### src/rtl/display_scan_ctrl.sv
// Binary-to-BCD conversion (shift-and-add-3) feeding a three-digit multiplexed
// seven-segment scanner with optional leading-zero blanking.
module display_scan_ctrl #(
  parameter int REFRESH_DIV = 50000,
  parameter bit BLANK_LZ    = 1'b1
) (
  input  logic       clk,
  input  logic       rst_n,
  input  logic [7:0] numero,
  input  logic       load,
  output logic       busy,
  output logic       done,
  output logic [2:0] an,
  output logic [6:0] seg
);

  localparam int PW = (REFRESH_DIV > 2) ? $clog2(REFRESH_DIV) : 1;

  typedef enum logic [1:0] {S_IDLE, S_CONV, S_COMMIT} state_t;

  state_t          r_state;
  state_t          w_next;
  logic [7:0]      r_shift;
  logic [11:0]     r_shadow;
  logic [2:0]      r_step;
  logic [3:0]      r_hund;
  logic [3:0]      r_tens;
  logic [3:0]      r_unit;
  logic            r_done;
  logic [PW-1:0]   r_pre;
  logic [1:0]      r_idx;
  logic [2:0]      r_an;
  logic [6:0]      r_seg;
  logic [11:0]     w_adj;
  logic            w_unused_msb;
  logic            w_tc;
  logic [3:0]      w_digit;
  logic            w_blank;
  logic [2:0]      w_an;
  logic [6:0]      w_seg;

  function automatic logic [11:0] add3(input logic [11:0] b);
    logic [11:0] r;
    for (int i = 0; i < 3; i++) begin
      r[i*4 +: 4] = (b[i*4 +: 4] >= 4'd5) ? b[i*4 +: 4] + 4'd3 : b[i*4 +: 4];
    end
    return r;
  endfunction

  function automatic logic [6:0] decode(input logic [3:0] d);
    case (d)
      4'd0:    return 7'b1000000;
      4'd1:    return 7'b1111001;
      4'd2:    return 7'b0100100;
      4'd3:    return 7'b0110000;
      4'd4:    return 7'b0011001;
      4'd5:    return 7'b0010010;
      4'd6:    return 7'b0000010;
      4'd7:    return 7'b1111000;
      4'd8:    return 7'b0000000;
      4'd9:    return 7'b0010000;
      default: return 7'b1111111;
    endcase
  endfunction

  always_ff @(posedge clk or negedge rst_n) begin
    if (!rst_n) r_state <= S_IDLE;
    else        r_state <= w_next;
  end

  always_comb begin
    w_next = r_state;
    case (r_state)
      S_IDLE:   if (load) w_next = S_CONV;
      S_CONV:   if (r_step == 3'd7) w_next = S_COMMIT;
      S_COMMIT: w_next = S_IDLE;
      default:  w_next = S_IDLE;
    endcase
  end

  always_comb begin
    busy = (r_state != S_IDLE);
    done = r_done;
  end

  // The top nibble's MSB is shifted out; for 8-bit input it is always zero.
  assign w_adj        = add3(r_shadow);
  assign w_unused_msb = w_adj[11];

  always_ff @(posedge clk or negedge rst_n) begin
    if (!rst_n) begin
      r_shift  <= '0;
      r_shadow <= '0;
      r_step   <= '0;
      r_hund   <= '0;
      r_tens   <= '0;
      r_unit   <= '0;
      r_done   <= 1'b0;
    end else begin
      r_done <= (r_state == S_COMMIT);
      case (r_state)
        S_IDLE: if (load) begin
          r_shift  <= numero;
          r_shadow <= '0;
          r_step   <= '0;
        end
        S_CONV: begin
          r_shadow <= {w_adj[10:0], r_shift[7]};
          r_shift  <= {r_shift[6:0], 1'b0};
          r_step   <= r_step + 3'd1;
        end
        S_COMMIT: begin
          r_hund <= r_shadow[11:8];
          r_tens <= r_shadow[7:4];
          r_unit <= r_shadow[3:0];
        end
        default: ;
      endcase
    end
  end

  assign w_tc = (r_pre == PW'(REFRESH_DIV - 1));

  always_comb begin
    w_digit = r_unit;
    w_blank = 1'b0;
    w_an    = 3'b110;
    case (r_idx)
      2'd1: begin
        w_digit = r_tens;
        w_blank = BLANK_LZ && (r_hund == 4'd0) && (r_tens == 4'd0);
        w_an    = 3'b101;
      end
      2'd2: begin
        w_digit = r_hund;
        w_blank = BLANK_LZ && (r_hund == 4'd0);
        w_an    = 3'b011;
      end
      default: ;
    endcase
    w_seg = decode(w_digit);
    if (w_blank) begin
      w_an  = 3'b111;
      w_seg = 7'b1111111;
    end
  end

  // Scanner is free-running; the slot shown is the index before it advances.
  always_ff @(posedge clk or negedge rst_n) begin
    if (!rst_n) begin
      r_pre <= '0;
      r_idx <= '0;
      r_an  <= 3'b111;
      r_seg <= 7'b1111111;
    end else if (w_tc) begin
      r_pre <= '0;
      r_idx <= (r_idx == 2'd2) ? 2'd0 : r_idx + 2'd1;
      r_an  <= w_an;
      r_seg <= w_seg;
    end else begin
      r_pre <= r_pre + PW'(1);
    end
  end

  assign an  = r_an;
  assign seg = r_seg;

endmodule

### config.mk
export PLATFORM = sky130hd
export DESIGN_NAME = display_scan_ctrl
export DESIGN_NICKNAME = d
export VERILOG_FILES = /design/src/rtl/display_scan_ctrl.sv
export SDC_FILE = /design/constraint.sdc
export NUM_CORES = 1
export LEC_CHECK = 0
export BUFFER_PORTS_ARGS = -buffer_cell sky130_fd_sc_hd__buf_2
export CAP_MARGIN = 20
export CORE_UTILIZATION = 51
export DETAILED_ROUTE_END_ITERATION = 7
export PLACE_DENSITY = 0.69
export SYNTH_ARGS = -nofsm -noshare
export SYNTH_HDL_FRONTEND = slang
export SYNTH_SLANG_ARGS = --single-unit
### constraint.sdc
create_clock -name clk -period 4 [get_ports clk]
set_input_delay 0.2 -clock clk [delete_from_list [all_inputs] [get_ports clk]]
set_output_delay 0.2 -clock clk [all_outputs]
set_load 0.02 [all_outputs]
==> results of run 1 <==
-- worst max-delay path: stages, from the launching register on --
cell	delay [ns]
dfrtp_1	0.44
or4b_1	0.53
or4_4	0.51
nor2_4	0.49
mux2_1	0.37
-- stage by stage --
| step | util, % | total power, uW | worst slack [ns] | area, um2 | hold slack [ns] |
|---|---|---|---|---|---|
| detailed placement | 56.4 | 1520 | 1.57 | 3380 | 0.236 |
| global route | 59.6 | 2190 | 1.49 | 3570 | 0.259 |
| global placement | 56.4 | 1500 | 1.64 | 3380 | 0.237 |
| floorplan | - | 1380 | 1.96 | 3220 | -0.0956 |
| finish | 59.6 | 2030 | 1.58 | 3570 | 0.252 |
| CTS | 59.5 | 2050 | 1.57 | 3570 | 0.232 |
-- path summary, 6_finish.rpt --
kind / start / end
setup reg to reg: r_pre[7]$_DFF_PN0_ / an[0]$_DFFE_PN1N_
hold reg to reg: r_shift[3]$_DFFE_PN0P_ / r_shift[3]$_DFFE_PN0P_
hold / removal: numero[0] / r_shift[0]$_DFFE_PN0P_
min in group asynchronous: rst_n / r_idx[0]$_DFFE_PN0N_
setup / recovery: r_pre[7]$_DFF_PN0_ / an[0]$_DFFE_PN1N_
max in group asynchronous: rst_n / r_pre[8]$_DFF_PN0_
-- cell families (layout without fill, tap and decap cells) --
| kind of cell | Yosys count | in the layout | synth area share, % |
|---|---|---|---|
| xor gates and xnor gates | 19 | 19 | 5.17 |
| muxes | 15 | 15 | 5.17 |
| AOI/OAI and AO/OA | 65 | 65 | 11.9 |
| DFF | 66 | 66 | 51.7 |
| and+or+nand+nor | 112 | 112 | 16.6 |
| buffers and inverters | 23 | 54 | 3.27 |
| adders and majority gates | 16 | 16 | 6.22 |
-- cell usage in the layout, fill, tap and decap left out, types with 4 or more instances in the layout --
cell,count
dfrtp_1,56
nand2_1,36
nor2_1,31
o21ai_0,22
buf_2,22
a21oi_1,21
ha_1,16
inv_1,12
mux2_2,12
nand3_1,11
xor2_1,10
dfstp_2,10
xnor2_1,9
clkbuf_8,9
nor3b_1,7
a31oi_1,7
nor3_1,6
a22o_1,5
nand2b_1,4
clkbuf_1,4
-- routing by layer --
metal	vias to the layer above	wire length [um]
met5	-	0
met4	0	74
met3	10	212
met2	36	2530
met1	1103	2780
li1	1144	-
-- area by class of cell --
class	count	share of cell area, %
inverter	12	1.26
sequential	66	46.6
clock inverter	3	1.12
timing repair buffer	26	3.99
clock buffer	13	3.89
multi-input combinational	227	40.5
tap	75	2.63
-- report_power, final --
group,internal (uW),total [uW],switching [uW]
Combinational,252,558,305
Clock,287,517,230
Sequential,813,957,143
Total,1350,2030,679
-- sequential cells by signal, summed over array words and instances, names as in the netlist --
signal / flops
r_pre: 16
r_shadow: 12
r_shift: 8
seg: 7
r_hund: 4
r_tens: 4
r_unit: 4
an: 3
r_step: 3
r_idx: 2
r_state: 2
done: 1
==> impl_summary.txt, run 1 <==
----------------------------------------------------
[STA]
  Period utilisation layout ... roughly 60%
  Transition at the pin with the smallest max-transition slack ... ~0.65 ns
  Max Freq ... 414 MHz
  Number of hold violations in the final report ... 0
  Pins Over Slew Limit ... 0
  Rel. slew slack ... between 50% and 60%
  Clock skew after layout ... between 0.005 and 0.006 ns
  Finish-stage setup viols ... 0
  Time the worst path needs with I/O delays and setup ... 2.42 ns
  Setup Total Neg Slack ... 0 ns
  RSZ-0062 raised after global routing ... false

[Critical path]
  Worst endpoint required time ... between 4 and 5 ns
  WS Path Type ... register to register
  Largest fanout on the critical path ... 29
  Number of cell instances on the worst register-to-register path ... 4
  Crit path DAT ... about 2.7 ns
  Endpoint class of the critical path ... register
  Startpoint class of the critical path ... register
  Setup slack of the worst register-to-register path ... roughly 1.6 ns

[Worst hold path]
  Class of the tightest hold or removal check ... input port to register
  Cell count of the worst hold path ... 5

[Die]
  Floorplan die width ... 81.4 um
  Number of standard-cell rows in the floorplan ... 28
  Floorplan die area ... about 6600 um2
  Die span in y ... a little over 80 um
  Starting Density ... a little over half
  I/O pin cnt ... 23
  Placeable core area ... ~6000 um2

[Clocking]
  Number of levels in the clock H-tree ... 3
  Clock root buffer ... clkbuf_8
  CTS Buf Count ... 9
  Clock-pin slew reported for the worst setup and hold paths after clock tree synthesis ... roughly 0.07 ns
  CTS tree ... done
  # clock sinks ... 66
  Total setup buffers inserted after CTS ... 0
  CTS resizes ... 0
  Clock Latency Late Sink ... ~0.33 ns
  Maximum clock insertion buffer count ... 2
  Hold_buf cts ... 1

[Finish]
  Share of cells above drive strength 1 ... 18.2%
  Storage cell area ... approximately 1700 um2
  Post-route insts no fill ... around 420
  Area used by multi-input combinational logic ... between 1000 and 1500 um2
  Fill cells ... approximately 530
  Final-stage net count ... 369
  Syn-to-layout area delta ... 11.0%
  Total inserted antenna cells ... 0

[Power]
  Worst supply voltage drop on vdd ... ~0.37 mV
  Power per cell area ... 568 nW/um2
  Pleak ... approximately 0.0016 uW

[Global routing]
  Global routing met2 resource utilization ... between 30% and 40%
  GRT Resource Usage Total ... between 20% and 30%
  Vias in the first global route ... ~2200
  Global routing's busiest layer ... met2
  Met1 track utilization from global routing ... 24.1%
  Largest net degree at the start of global routing ... 41
  Global Route met3 Usage ... 7.33%
  Global-route wire length before repair ... 9890 um
  Total global routing overflow ... 0
  Initial antenna violation count ... 0

[Drt]
  Post-detailed-routing wire length ... 5600 um
  Number of DRC markers after the initial detailed-route iteration ... 66
  Antenna Nets Post-Route ... 0
  Via count normalized by instance count ... approximately 5.4
  # DRC ... 0
  First-pass detailed-route iteration total ... 5
  Routed length per placed instance ... roughly 13 um
  Via total after detailed routing ... approximately 2300

[Synthesis]
  Post-synthesis instance total ... 316
  Count of flip-flops with a built-in enable after synthesis ... 0
  Post-Synthesis Cell Area ... between 3000 and 4000 um2
  Portion of synthesized cell area occupied by the leading cell type ... 43.5%
  Share of synthesized area occupied by flip-flops and latches ... between 50 and 60%
  Post-synthesis register bit count ... 66
  Post-Syn Nets ... ~340
  Most area-consuming cells after synthesis ... dfrtp_1 (44%), dfstp_2 (8.2%), ha_1 (6.2%), nand2_1 (4.2%), mux2_2 (4.2%)
  Post-synth top flop ... dfrtp_1
  Count of yosys warnings during synthesis ... 0
  Count of cell types in the netlist ... 38
  Largest area contributor in the netlist ... dfrtp_1
  Commonest cells post-synth ... dfrtp_1 (56), nand2_1 (36), nor2_1 (31)
  Average footprint of a synthesized cell ... 10.2 um2
  Most frequent cell after synthesis ... dfrtp_1
  Fraction of synthesis flops using an asynchronous set or reset pin ... between 90% and 100%

[Run]
  Max-capacitance violation count ... 0

[Place]
  Gp weighted congestion ... between 0.7 and 0.8
  Placed Instances ... around 400
  Number of input and output port buffers inserted ... 22
  Post-DP HPWL ... about 3800 um

[Run status]
  Run status ... finished clean

----------------------------------------------------
(Power assumes the default switching activity.)
==> run 2, diff against run 1 <==
==> constraint.sdc (replaced) <==
create_clock -name clk -period 2.3 [get_ports clk]
set_input_delay 0.115 -clock clk [delete_from_list [all_inputs] [get_ports clk]]
set_output_delay 0.115 -clock clk [all_outputs]
set_load 0.02 [all_outputs]
==> impl_summary.txt, run 2 (same netlist as run 1, synthesis figures left out) <==
----------------------------------------------------
[Drt]
  First-pass detailed-route iteration total ... 4 (was 5)
  Via total after detailed routing ... 2323 (was 2293)
  Routed length per placed instance ... 13.6 um (was 13.3 um)
  Number of DRC markers after the initial detailed-route iteration ... 120 (was 66)
  Post-detailed-routing wire length ... 5890 um (was 5600 um)
  Via count normalized by instance count ... 5.38 (was 5.43)
  Antenna Nets Post-Route ... 0 (unchanged)
  # DRC ... 0 (unchanged)

[Clocking]
  Clock root buffer ... clkbuf_8 (unchanged)
  CTS Buf Count ... 9 (unchanged)
  Maximum clock insertion buffer count ... 2 (unchanged)
  Clock-pin slew reported for the worst setup and hold paths after clock tree synthesis ... 0.08 ns (was 0.07 ns)
  Number of levels in the clock H-tree ... 3 (unchanged)
  # clock sinks ... 66 (unchanged)
  Clock Latency Late Sink ... 0.35 ns (was 0.33 ns)
  CTS tree ... done (unchanged)

[Finish]
  Syn-to-layout area delta ... 14.7% (was 11.0%)
  Leading cell types in the layout, fill and taps excluded ... dfrtp_1 (56), nand2_1 (36), nor2_1 (31), o21ai_0 (22), buf_2 (22) (unchanged)
  Final-stage net count ... 379 (was 369)
  Post-route design area ... 3690 um2 (was 3570 um2)
  Share of cells above drive strength 1 ... 21.8% (was 18.2%)
  Biggest regs ... r_pre: 16 flops, r_shadow: 12 flops, r_shift: 8 flops (unchanged)
  Total inserted antenna cells ... 0 (unchanged)
  Number of flip-flops under the largest register name ... 16 (unchanged)
  Core utilization of the finished layout ... 61.6% (was 59.6%)
  Largest reg by FF count ... r_pre (unchanged)
  Most frequent standard cell in the layout excluding fill and tap cells ... dfrtp_1 (unchanged)
  Fill cells ... 510 (was 532)

[Worst hold path]
  Class of the tightest hold or removal check ... input port to register (unchanged)
  Critical hold path startpoint ... numero[0] (unchanged)

[Critical path]
  Endpoint class of the critical path ... register (unchanged)
  Crit path DAT ... 2.40 ns (was 2.68 ns)
  WS Path Type ... register to register (unchanged)
  Startpoint class of the critical path ... register (unchanged)
  Worst endpoint required time ... 2.57 ns (was 4.26 ns)
  Critical-path cell list ... or4b_1 -> or4_4 -> nor2_4 -> buf_4 -> nor2_1 -> a31oi_1 (was or4b_1 -> or4_4 -> nor2_4 -> mux2_1)
  Largest fanout on the critical path ... 9 (was 29)
  Launch point of the critical path ... r_pre[5]$_DFF_PN0_ (was r_pre[7]$_DFF_PN0_)
  CP max-delay cell ... or4b_1 (unchanged)
  Beginning of the worst register-to-register path ... r_pre[5]$_DFF_PN0_ (was r_pre[7]$_DFF_PN0_)
  Max stage delay on crit path ... 0.52 ns (was 0.53 ns)

[Global routing]
  Initial antenna violation count ... 0 (unchanged)
  Vias in the first global route ... 2235 (was 2237)
  Total global routing overflow ... 0 (unchanged)
  GRT Resource Usage Total ... 20.2% (was 20.1%)
  Largest net degree at the start of global routing ... 67 (was 41)
  Global-route wire length before repair ... 9970 um (was 9890 um)

[STA]
  Time the worst path needs with I/O delays and setup ... 2.14 ns (was 2.42 ns)
  Number of hold violations in the final report ... 0 (unchanged)
  Transition at the pin with the smallest max-transition slack ... 0.806 ns (was 0.654 ns)
  Pins Over Slew Limit ... 0 (unchanged)
  Max Freq ... 468 MHz (was 414 MHz)
  Setup Total Neg Slack ... 0 ns (unchanged)
  Clock skew after layout ... 0.0112 ns (was 0.00573 ns)
  Period utilisation layout ... 92.9% (was 60.5%)
  Finish-stage setup viols ... 0 (unchanged)
  Rel. slew slack ... 46.2% (was 55.2%)
  RSZ-0062 raised after global routing ... false (unchanged)

[Place]
  Cell area after placement ... 3420 um2 (was 3380 um2)
  Gp weighted congestion ... 0.786 (was 0.783)
  Number of input and output port buffers inserted ... 22 (unchanged)
  Post-DP HPWL ... 3870 um (was 3780 um)

[Die]
  Number of standard-cell rows in the floorplan ... 28 (unchanged)
  I/O pin cnt ... 23 (unchanged)
  Floorplan die area ... 6630 um2 (unchanged)
  Placeable core area ... 5990 um2 (unchanged)
  Floorplan die width ... 81.4 um (unchanged)
  Starting Density ... 53.7% (unchanged)
  Die span in y ... 81.4 um (unchanged)

[Power]
  Pleak ... 0.00171 uW (was 0.00164 uW)
  PnR Total Power ... 3720 uW (was 2030 uW)
  Power per cell area ... 1010 nW/um2 (was 568 nW/um2)
  Worst supply voltage drop on vdd ... 0.628 mV (was 0.371 mV)

[Run]
  Max-capacitance violation count ... 0 (unchanged)

[Run status]
  Run status ... finished clean (unchanged)

----------------------------------------------------
==> run 2: area by class of cell <==
class | instances | area [um2] | area share, %
flip-flops and latches | 66 | 1660 | 45.1
well taps | 75 | 93.8 | 2.54
inverters | 12 | 45.0 | 1.22
clock buffers | 9 | 124 | 3.36
repair buffers | 36 | 218 | 5.90
clock inverters | 7 | 93.8 | 2.54
multi-input cells | 227 | 1450 | 39.4
==> run 2: power breakdown <==
group	switching, uW	internal, uW
Combinational	538	453
Clock	458	607
Sequential	251	1410
==> run 2: what timing repair did <==
action                     4_1_cts  5_1_grt
hold endpoints to repair        56        0
setup endpoints to repair        0        5
buffers inserted                 0        5
resized for setup                0        1
hold buffers                     1        0
==> run 2: path summary, 6_finish.rpt <==
| path | to | depth (start not counted) | slack (ns) |
|---|---|---|---|
| max | an[2]$_DFFE_PN1N_ | 6 | 0.16 |
| min | r_shift[0]$_DFFE_PN0P_ | 5 | 0.16 |
| max reg2reg | an[2]$_DFFE_PN1N_ | 6 | 0.16 |
| min reg2reg | r_shift[6]$_DFFE_PN0P_ | 2 | 0.48 |
| max in group asynchronous | r_pre[3]$_DFF_PN0_ | 3 | 1.30 |
| min in group asynchronous | r_idx[0]$_DFFE_PN0N_ | 3 | 0.47 |
==> run 2: through the flow <==
stage / cells / setup WS [ns] / hold WS (ns)
2_1_floorplan: 316 / 0.263 / -0.181
3_3_place_gp: 410 / 0.180 / 0.343
3_5_place_dp: 410 / 0.0900 / 0.349
4_1_cts: 427 / 0.0614 / 0.142
5_1_grt: 432 / 0.0704 / 0.211
6_report: 432 / 0.163 / 0.155
==> run 2: metal layers <==
metal | vias up | track usage (%) | part of all wire (%)
met1 | 1108 | 25.8 | 50
met5 | - | 0 | 0
met4 | 0 | 8.93 | 1.6
met2 | 39 | 32.2 | 45
li1 | 1166 | - | -
met3 | 10 | 5.33 | 3.6
==> run 2: worst max-delay path: cells and delay by family, from the launching register on <==
kind / cells / cell delay [ns]
buf+inv: 1 / 0.18
compound gates: 1 / 0.15
simple gates: 4 / 1.30
flops: 1 / 0.42
==> run 3, diff against run 2 <==
==> constraint.sdc (replaced) <==
create_clock -name clk -period 2.3 [get_ports clk]
set_input_delay 0.23 -clock clk [delete_from_list [all_inputs] [get_ports clk]]
set_output_delay 0.23 -clock clk [all_outputs]
set_load 0.02 [all_outputs]
==> impl_summary.txt, run 3 (same netlist as run 1, synthesis figures left out) <==
----------------------------------------------------
[Global routing]
  Initial antenna violation count ... 0 (unchanged)
  Largest net degree at the start of global routing ... 67 (unchanged)
  Total global routing overflow ... 0 (unchanged)
  Global-route wire length before repair ... 10000 um (was 9970 um)
  GRT Resource Usage Total ... 20.0% (was 20.2%)
  Vias in the first global route ... 2208 (was 2235)

[Clocking]
  # clock sinks ... 66 (unchanged)
  Number of levels in the clock H-tree ... 3 (unchanged)
  CTS Buf Count ... 9 (unchanged)
  Clock root buffer ... clkbuf_8 (unchanged)
  Maximum clock insertion buffer count ... 2 (unchanged)
  CTS tree ... done (unchanged)
  Clock Latency Late Sink ... 0.33 ns (was 0.35 ns)
  Clock-pin slew reported for the worst setup and hold paths after clock tree synthesis ... 0.07 ns (was 0.08 ns)

[Power]
  Power per cell area ... 955 nW/um2 (was 1010 nW/um2)
  PnR Total Power ... 3440 uW (was 3720 uW)
  Pleak ... 0.00167 uW (was 0.00171 uW)
  Worst supply voltage drop on vdd ... 0.573 mV (was 0.628 mV)

[Drt]
  Top Layer Used ... met4 (unchanged)
  WL met1 ... 2920 um (was 2940 um)
  Post-detailed-routing wire length ... 5690 um (was 5890 um)
  Number of DRC markers after the initial detailed-route iteration ... 136 (was 120)
  Via total after detailed routing ... 2258 (was 2323)
  First-pass detailed-route iteration total ... 4 (unchanged)
  Amount of wire on met2 after detailed routing ... 2540 um (was 2640 um)
  Antenna Nets Post-Route ... 0 (unchanged)
  # DRC ... 0 (unchanged)
  Routed length per placed instance ... 13.3 um (was 13.6 um)
  Routed length on met3 ... 172 um (was 210 um)
  Via count normalized by instance count ... 5.29 (was 5.38)

[Die]
  I/O pin cnt ... 23 (unchanged)
  Floorplan die width ... 81.4 um (unchanged)
  Placeable core area ... 5990 um2 (unchanged)
  Floorplan die area ... 6630 um2 (unchanged)
  Number of standard-cell rows in the floorplan ... 28 (unchanged)
  Starting Density ... 53.7% (unchanged)
  Die span in y ... 81.4 um (unchanged)

[Finish]
  Largest reg by FF count ... r_pre (unchanged)
  Most frequent standard cell in the layout excluding fill and tap cells ... dfrtp_1 (unchanged)
  Syn-to-layout area delta ... 12.0% (was 14.7%)
  Total inserted antenna cells ... 0 (unchanged)
  Number of flip-flops under the largest register name ... 16 (unchanged)
  Core utilization of the finished layout ... 60.2% (was 61.6%)
  Biggest regs ... r_pre: 16 flops, r_shadow: 12 flops, r_shift: 8 flops (unchanged)
  Fill cells ... 496 (was 510)
  Share of cells above drive strength 1 ... 19.9% (was 21.8%)
  Final-stage net count ... 374 (was 379)
  Leading cell types in the layout, fill and taps excluded ... dfrtp_1 (56), nand2_1 (36), nor2_1 (31), o21ai_0 (22), buf_2 (22) (unchanged)

[STA]
  Max Freq ... 467 MHz (was 468 MHz)
  Time the worst path needs with I/O delays and setup ... 2.14 ns (about the same)
  Fin Hold WS ... 0.289 ns (was 0.155 ns)
  Finish-stage setup viols ... 0 (unchanged)
  Clock skew after layout ... 0.00546 ns (was 0.0112 ns)
  Transition at the pin with the smallest max-transition slack ... 0.622 ns (was 0.806 ns)
  Setup Total Neg Slack ... 0 ns (unchanged)
  Number of hold violations in the final report ... 0 (unchanged)
  Pins Over Slew Limit ... 0 (unchanged)
  RSZ-0062 raised after global routing ... false (unchanged)
  Period utilisation layout ... 93.0% (was 92.9%)
  Rel. slew slack ... 58.2% (was 46.2%)

[Place]
  Gp weighted congestion ... 0.801 (was 0.786)
  Number of input and output port buffers inserted ... 22 (unchanged)
  Post-DP HPWL ... 3900 um (was 3870 um)

[Critical path]
  WS Path Type ... register to register (unchanged)
  Worst endpoint required time ... 2.55 ns (was 2.57 ns)
  Startpoint class of the critical path ... register (unchanged)
  Largest fanout on the critical path ... 10 (was 9)
  Endpoint class of the critical path ... register (unchanged)
  Crit path DAT ... 2.39 ns (was 2.40 ns)

[Run status]
  Run status ... finished clean (unchanged)

[Worst hold path]
  Class of the tightest hold or removal check ... input port to register (unchanged)

[Run]
  Max-capacitance violation count ... 0 (unchanged)

----------------------------------------------------
==> run 3: cell types whose count changed in the layout (fill, tap and decap cells not counted), sizes merged <==
cell      before  now
buf           35   30
bufinv         2    0
clkbuf         9   12
clkinv         3    4
clkinvlp       2    0
==> run 3: worst max-delay path: stages, from the launching register on <==
cell and delay (ns):
dfrtp_1 0.42, or4b_1 0.53, or4_4 0.51, nor2_4 0.22, buf_4 0.18, nor2_1 0.04
a31oi_1 0.16
==> run 3: cell type report <==
class                      instances  area, um2  area share [%]
sequential                        66       1660            46.2
clock inverter                     4       20.0           0.556
inverter                          12       45.0            1.25
tap                               75       93.8            2.60
clock buffer                      12        135            3.75
timing repair buffer              31        193            5.35
multi-input combinational        227       1450            40.3
==> run 3: repair_timing <==
action                                  4_1_cts  5_1_grt
hold endpoints to repair                     56        0
gates resized for setup                       0        1
endpoints found under the setup margin        0        1
setup buffers                                 0        0
hold buffers                                  1        0
==> run 3: worst paths after layout <==
path | slack, ns | from | to | cells past startpoint
max | 0.16 | r_pre[5]$_DFF_PN0_ | an[2]$_DFFE_PN1N_ | 6
min | 0.29 | numero[0] | r_shift[0]$_DFFE_PN0P_ | 5
max reg2reg | 0.16 | r_pre[5]$_DFF_PN0_ | an[2]$_DFFE_PN1N_ | 6
min reg2reg | 0.48 | r_shift[7]$_DFFE_PN0P_ | r_shift[7]$_DFFE_PN0P_ | 2
max in group asynchronous | 1.52 | rst_n | seg[6]$_DFFE_PN1N_ | 3
min in group asynchronous | 0.44 | rst_n | r_idx[1]$_DFFE_PN0N_ | 3
==> run 3: report_power, final <==
part | switching, uW | internal [uW]
Clock | 406 | 385
Combinational | 530 | 453
Sequential | 252 | 1410
Total | 1190 | 2250
==> run 3: per-stage QoR <==
| stage | setup WS (ns) | instances | cell area [um2] |
|---|---|---|---|
| 4_1_cts | 0.158 | 427 | 3600 |
| 3_3_place_gp | 0.242 | 410 | 3430 |
| 5_1_grt | 0.0550 | 427 | 3600 |
| 6_report | 0.160 | 427 | 3600 |
| 3_5_place_dp | 0.179 | 410 | 3430 |
| 2_1_floorplan | 0.263 | 316 | 3220 |
==> run 3: per-layer routing <==
| layer | global-route usage [%] | vias up |
|---|---|---|
| met2 | 31.4 | 41 |
| met3 | 5.44 | 5 |
| li1 | - | 1152 |
| met5 | 0 | - |
| met1 | 26.4 | 1060 |
| met4 | 7.50 | 0 |
